File: config.mk
export PLATFORM = sky130hd
export DESIGN_NAME = brlite_tx_arbiter
export DESIGN_NICKNAME = d
export VERILOG_FILES = /design/src/rtl/brlite_tx_arbiter.sv
export SDC_FILE = /design/constraint.sdc
export NUM_CORES = 1
export LEC_CHECK = 0
export CELL_PAD_IN_SITES_DETAIL_PLACEMENT = 2
export CELL_PAD_IN_SITES_GLOBAL_PLACEMENT = 2
export CORE_MARGIN = 5
export CORE_UTILIZATION = 19
export DETAILED_ROUTE_END_ITERATION = 8
export GPL_TIMING_DRIVEN = 0
export PLACE_DENSITY = 0.74
export SLEW_MARGIN = 5
export SYNTH_ARGS = -nofsm -noshare
export SYNTH_HDL_FRONTEND = slang
export SYNTH_SLANG_ARGS = --single-unit
File: constraint.sdc
create_clock -name clk_i -period 3 [get_ports clk_i]
set_clock_uncertainty 0.15 [all_clocks]
set_input_delay 0.6 -clock clk_i [delete_from_list [all_inputs] [get_ports clk_i]]
set_output_delay 0.6 -clock clk_i [all_outputs]
set_load 0.02 [all_outputs]
File: src/rtl/brlite_tx_arbiter.sv
// Round-robin arbiter sharing the BrLite local output port between N_REQ producers.
// Packet layout (brlite_out_t, 64 bits): {service[7:0], ksvc[7:0], seq_target[7:0], producer[7:0], payload[31:0]}.
module brlite_tx_arbiter #(
    parameter int N_REQ   = 3,
    parameter int MIN_GAP = 2,
    parameter int DATA_W  = 64
) (
    input  logic                      clk_i,
    input  logic                      rst_i,
    input  logic [N_REQ-1:0]          req_i,
    input  logic [N_REQ*DATA_W-1:0]   data_i,
    output logic [N_REQ-1:0]          ack_o,
    output logic [N_REQ-1:0]          grant_o,
    output logic                      busy_o,
    input  logic                      br_local_busy_i,
    output logic                      br_req_o,
    input  logic                      br_ack_i,
    output logic [DATA_W-1:0]         br_data_o,
    output logic [31:0]               sent_cnt_o
);

    localparam int PTR_W = (N_REQ > 1) ? $clog2(N_REQ) : 1;
    localparam logic [7:0] GAP_INIT = (MIN_GAP > 0) ? 8'(MIN_GAP - 1) : 8'd0;
    localparam logic [PTR_W-1:0] LAST_IDX = PTR_W'(N_REQ - 1);

    typedef enum logic [1:0] {
        S_IDLE,
        S_SEND,
        S_GAP
    } state_t;

    state_t              r_state, w_stateNext;
    logic [PTR_W-1:0]    r_ptr, w_ptrNext;
    logic [PTR_W-1:0]    r_idx, w_idxNext;
    logic [7:0]          r_gap, w_gapNext;
    logic [N_REQ-1:0]    r_ack, w_ackNext;
    logic [N_REQ-1:0]    r_grant, w_grantNext;
    logic                r_busy, w_busyNext;
    logic                r_brReq, w_brReqNext;
    logic [DATA_W-1:0]   r_brData, w_brDataNext;
    logic [31:0]         r_sentCnt, w_sentCntNext;

    logic [N_REQ-1:0]    w_eligible;
    logic                w_found;
    logic [PTR_W-1:0]    w_idx;
    int                  w_cand;

    // A requester whose ack is visible this cycle is masked so it cannot win twice.
    assign w_eligible = req_i & ~r_ack;

    always_comb begin
        w_found = 1'b0;
        w_idx   = '0;
        w_cand  = 0;
        for (int i = 0; i < N_REQ; i++) begin
            w_cand = int'(r_ptr) + i;
            if (w_cand >= N_REQ) begin
                w_cand = w_cand - N_REQ;
            end
            if (!w_found && w_eligible[w_cand]) begin
                w_found = 1'b1;
                w_idx   = w_cand[PTR_W-1:0];
            end
        end
    end

    always_ff @(posedge clk_i) begin
        if (rst_i) begin
            r_state   <= S_IDLE;
            r_ptr     <= '0;
            r_idx     <= '0;
            r_gap     <= '0;
            r_ack     <= '0;
            r_grant   <= '0;
            r_busy    <= 1'b0;
            r_brReq   <= 1'b0;
            r_brData  <= '0;
            r_sentCnt <= '0;
        end else begin
            r_state   <= w_stateNext;
            r_ptr     <= w_ptrNext;
            r_idx     <= w_idxNext;
            r_gap     <= w_gapNext;
            r_ack     <= w_ackNext;
            r_grant   <= w_grantNext;
            r_busy    <= w_busyNext;
            r_brReq   <= w_brReqNext;
            r_brData  <= w_brDataNext;
            r_sentCnt <= w_sentCntNext;
        end
    end

    always_comb begin
        w_stateNext = r_state;
        case (r_state)
            S_IDLE: begin
                if (w_found && !br_local_busy_i) begin
                    w_stateNext = S_SEND;
                end
            end
            S_SEND: begin
                if (br_ack_i) begin
                    w_stateNext = (MIN_GAP > 0) ? S_GAP : S_IDLE;
                end
            end
            S_GAP: begin
                if (r_gap == 8'd0) begin
                    w_stateNext = S_IDLE;
                end
            end
            default: w_stateNext = S_IDLE;
        endcase
    end

    // Next values of the registered outputs; ack is a pulse so it defaults to zero.
    always_comb begin
        w_ptrNext     = r_ptr;
        w_idxNext     = r_idx;
        w_gapNext     = r_gap;
        w_ackNext     = '0;
        w_grantNext   = r_grant;
        w_brReqNext   = r_brReq;
        w_brDataNext  = r_brData;
        w_sentCntNext = r_sentCnt;
        case (r_state)
            S_IDLE: begin
                if (w_found && !br_local_busy_i) begin
                    w_idxNext          = w_idx;
                    w_grantNext        = '0;
                    w_grantNext[w_idx] = 1'b1;
                    w_brReqNext        = 1'b1;
                    w_brDataNext       = data_i[int'(w_idx)*DATA_W +: DATA_W];
                end
            end
            S_SEND: begin
                if (br_ack_i) begin
                    w_brReqNext      = 1'b0;
                    w_grantNext      = '0;
                    w_ackNext[r_idx] = 1'b1;
                    w_ptrNext        = (r_idx == LAST_IDX) ? '0 : r_idx + PTR_W'(1);
                    w_sentCntNext    = r_sentCnt + 32'd1;
                    w_gapNext        = GAP_INIT;
                end
            end
            S_GAP: begin
                if (r_gap != 8'd0) begin
                    w_gapNext = r_gap - 8'd1;
                end
            end
            default: ;
        endcase
        w_busyNext = (w_stateNext != S_IDLE);
    end

    assign ack_o      = r_ack;
    assign grant_o    = r_grant;
    assign busy_o     = r_busy;
    assign br_req_o   = r_brReq;
    assign br_data_o  = r_brData;
    assign sent_cnt_o = r_sentCnt;

endmodule

==> flow_metrics.env <==
export IMPL_final_area_sq_um=9978
export IMPL_synth_top_area_cell="dfxtp_1"
export IMPL_grt_pass1_vias=7133
export IMPL_die_h_microns=178.5
export IMPL_antenna_found_initial=4
export IMPL_worst_pin_slew_ps=803.1
export IMPL_crit_path_cell_trace="inv_2 -> ha_4 -> buf_6 -> nor4bb_4 -> or4_4 -> or2_4 -> o211a_4 -> buf_12 -> a222oi_1 -> a211oi_1"
export IMPL_ys_seq_area_share_pct=43.77
export IMPL_syn_nets=804
export IMPL_cts_root_buf="clkbuf_16"
export IMPL_grt_use_total_pct=17.27
export IMPL_max_stage_delay_ps=710
export IMPL_vias_per_cell=4.810
export IMPL_critPathLaunchType="flip-flop"
export IMPL_vias=6397
export IMPL_layout_common_cells="301 x clkdlybuf4s50_1, 116 x dfxtp_1, 108 x nor2_1"
export IMPL_p_sw_share_pct=30.73
export IMPL_fin_nets=1142
export IMPL_synth_cells=600
export IMPL_grt_ovfl_total=0
export IMPL_critPathKind="reg -> reg"
export IMPL_fin_util_pct=35.72
export IMPL_pwr_share_seq_pct=31.8
export IMPL_drc=0
export IMPL_tns_ps=-2441
export IMPL_switching_power_mw=1.736
export IMPL_gp_congestion=0.7660
export IMPL_yosys_top_cells_area="dfxtp_1 44%, a222oi_1 12%, a211oi_1 9.0%"
export IMPL_clk_path_buf_depth=2
export IMPL_start_util_pct=19.32
export IMPL_htree_levels=4
export IMPL_slew_headroom_pct=46.46
export IMPL_synth_top_area_share_pct=43.77
export IMPL_post_route_period_util_pct=107.8
export IMPL_fmax_mhz=309.2
export IMPL_cts_sinks=118
export IMPL_core_area_sq_um=27930
export IMPL_maxCapViolations=0
export IMPL_final_common_cell="clkdlybuf4s50_1"
export IMPL_crit_required_ps=3100
export IMPL_rows=61
export IMPL_boundaryPins=303
export IMPL_wl_microns=28250
export IMPL_outcome="finished, violations left"
export IMPL_cp_end_kind="flip-flop"
export IMPL_dp_cells=1281
export IMPL_cellLeakagePower_nw=3.495
export IMPL_yosysUniqueCellTypes=49
export IMPL_cts_buffers=17
export IMPL_combPwrFrac_pct=30.8
export IMPL_place_port_buffers=302
export IMPL_layout_min_cycle_time_ps=3234
export IMPL_dieArea_sq_um=31870
export IMPL_placed_cell_area_sq_um=8911
export IMPL_irDropWorstVdd_mv=0.3407
export IMPL_timing_final_setup_violations=36
export IMPL_clkPwrFrac_pct=37.4
export IMPL_final_cells=1330
export IMPL_whs_ps=319.2
export IMPL_yosysWarnings=0
export IMPL_netlist_area_sq_um=5396
export IMPL_drt_iter0_markers=405
export IMPL_clk_pin_slew_ps=60
export IMPL_grt_max_degree=17
export IMPL_wire_per_inst_microns=21.24
export IMPL_synth_edf_count=0
export IMPL_die_width_microns=178.5
export IMPL_p_per_area_nw_per_um2=566.1
export IMPL_holdBufCountCts=0
export IMPL_drive_gt1_share_pct=11.67
export IMPL_async_flop_share_pct=0
export IMPL_drv_slew=0
export IMPL_ant_nets=0
export IMPL_rsz0062_at_grt="true"
export IMPL_hold_viol_final=0
export IMPL_grt_pass1_wl_microns=41670
export IMPL_area_growth_pct=84.91
export IMPL_syn_area_per_cell_sq_um=8.994
export IMPL_clock_latency_ps=420
export IMPL_synth_flop_cell="dfxtp_1"
export IMPL_worst_slack_ps=-234.1
export IMPL_crit_slowest_cell="a222oi_1"
export IMPL_dr_pass1_iters=6
export IMPL_violations="negative setup slack"
export IMPL_hold_path_class="reg -> reg"
export IMPL_power_internal_mw=3.913
export IMPL_arrival_ps=3340
export IMPL_cts_tree="built"
export IMPL_ys_ff_latch=118
export IMPL_cp_max_fo=6
export IMPL_dp_hpwl_microns=21330
[cell families after synthesis]
kind of cell,after synthesis,share of synthesized area (%)
fa+ha+maj,5,1.159
compound gates,172,25.76
mux,1,0.2087
flops,118,43.77
buf+inv,64,5.449
xor+xnor,29,4.707
simple gates,211,18.94
[cell usage after synthesis (all sizes together) (3+ instances only)]
| cell type | count |
|---|---|
| a222oi | 64 |
| nand4 | 13 |
| or3 | 10 |
| nor4bb | 3 |
| xor2 | 21 |
| inv | 9 |
| nand2 | 21 |
| nor4 | 6 |
| clkbuf | 38 |
| nand2b | 11 |
| a211oi | 65 |
| nor2 | 108 |
| nor4b | 3 |
| and4 | 3 |
| o21ai | 8 |
| buf | 17 |
| xnor2 | 8 |
| a21oi | 20 |
| o31ai | 3 |
| ha | 5 |
| nor3 | 5 |
| nand3 | 12 |
| and2 | 3 |
| dfxtp | 118 |
[timing repair]
action / CTS / global route
cloned: 6 / 0
buffers inserted: 10 / 6
pin swaps: 92 / 25
endpoints found under the setup margin: 83 / 76
gates resized for setup: 53 / 55
[path summary, 6_finish.rpt]
kind	start	end	slack (ps)	cells after the start
setup reg to reg	r_ptr[0]$_SDFFE_PP0P_	br_data_o[56]$_SDFFE_PP0P_	-230	10
hold reg to reg	br_req_o$_SDFFE_PP0P_	br_req_o$_SDFFE_PP0P_	320	2
hold / removal	br_req_o$_SDFFE_PP0P_	br_req_o$_SDFFE_PP0P_	320	2
setup / recovery	r_ptr[0]$_SDFFE_PP0P_	br_data_o[56]$_SDFFE_PP0P_	-230	10
[flip-flops by register name (all words and copies together), names as in the netlist]
register and cells:
sent_cnt_o 32, r_state 2, grant_o 3, ack_o 3
br_req_o 1, r_gap 8, r_idx 2, r_ptr 2
br_data_o 64, busy_o 1
[power by group through the flow]
stage          Clock (mW)  Sequential [mW]  Combinational [mW]
2_1_floorplan           0             1.97               0.577
3_3_place_gp            0             1.82                1.52
3_5_place_dp            0             1.83                1.55
4_1_cts              2.17             1.80                1.77
5_1_grt              2.23             1.82                1.86
6_report             2.11             1.80                1.74
[per-layer routing]
layer / track usage (%) / wire length [microns]
met1: 19.25 / 11060
met4: 3.454 / 291
met5: 0 / 34
met2: 31.14 / 14680
met3: 6.825 / 2182
[layout make-up]
type	instances	area (sq um)
clock buffer	20	446.7
inverter	9	33.78
tap	378	473.0
antenna	1	2.502
sequential	118	2365
buffer	54	345.3
fill	3096	17960
timing repair buffer	320	3251
clock inverter	12	151.4
multi-input combinational	418	2910
[per-stage QoR]
step           total power [mW]  worst slack [ps]
2_1_floorplan             2.550             124.2
3_3_place_gp              3.345             -1487
3_5_place_dp              3.374             -1094
4_1_cts                   5.739            -208.0
5_1_grt                   5.913            -307.4
6_report                  5.649            -234.1
[critical path, delay by kind of cell, from the launching register on]
family	cells	cell delay [ps]
AOI/OAI and AO/OA	3	1130
adders and majority gates	1	220
buffers and inverters	3	310
DFF	1	340
and+or+nand+nor	3	910
Power figures use the tool's default switching activity.
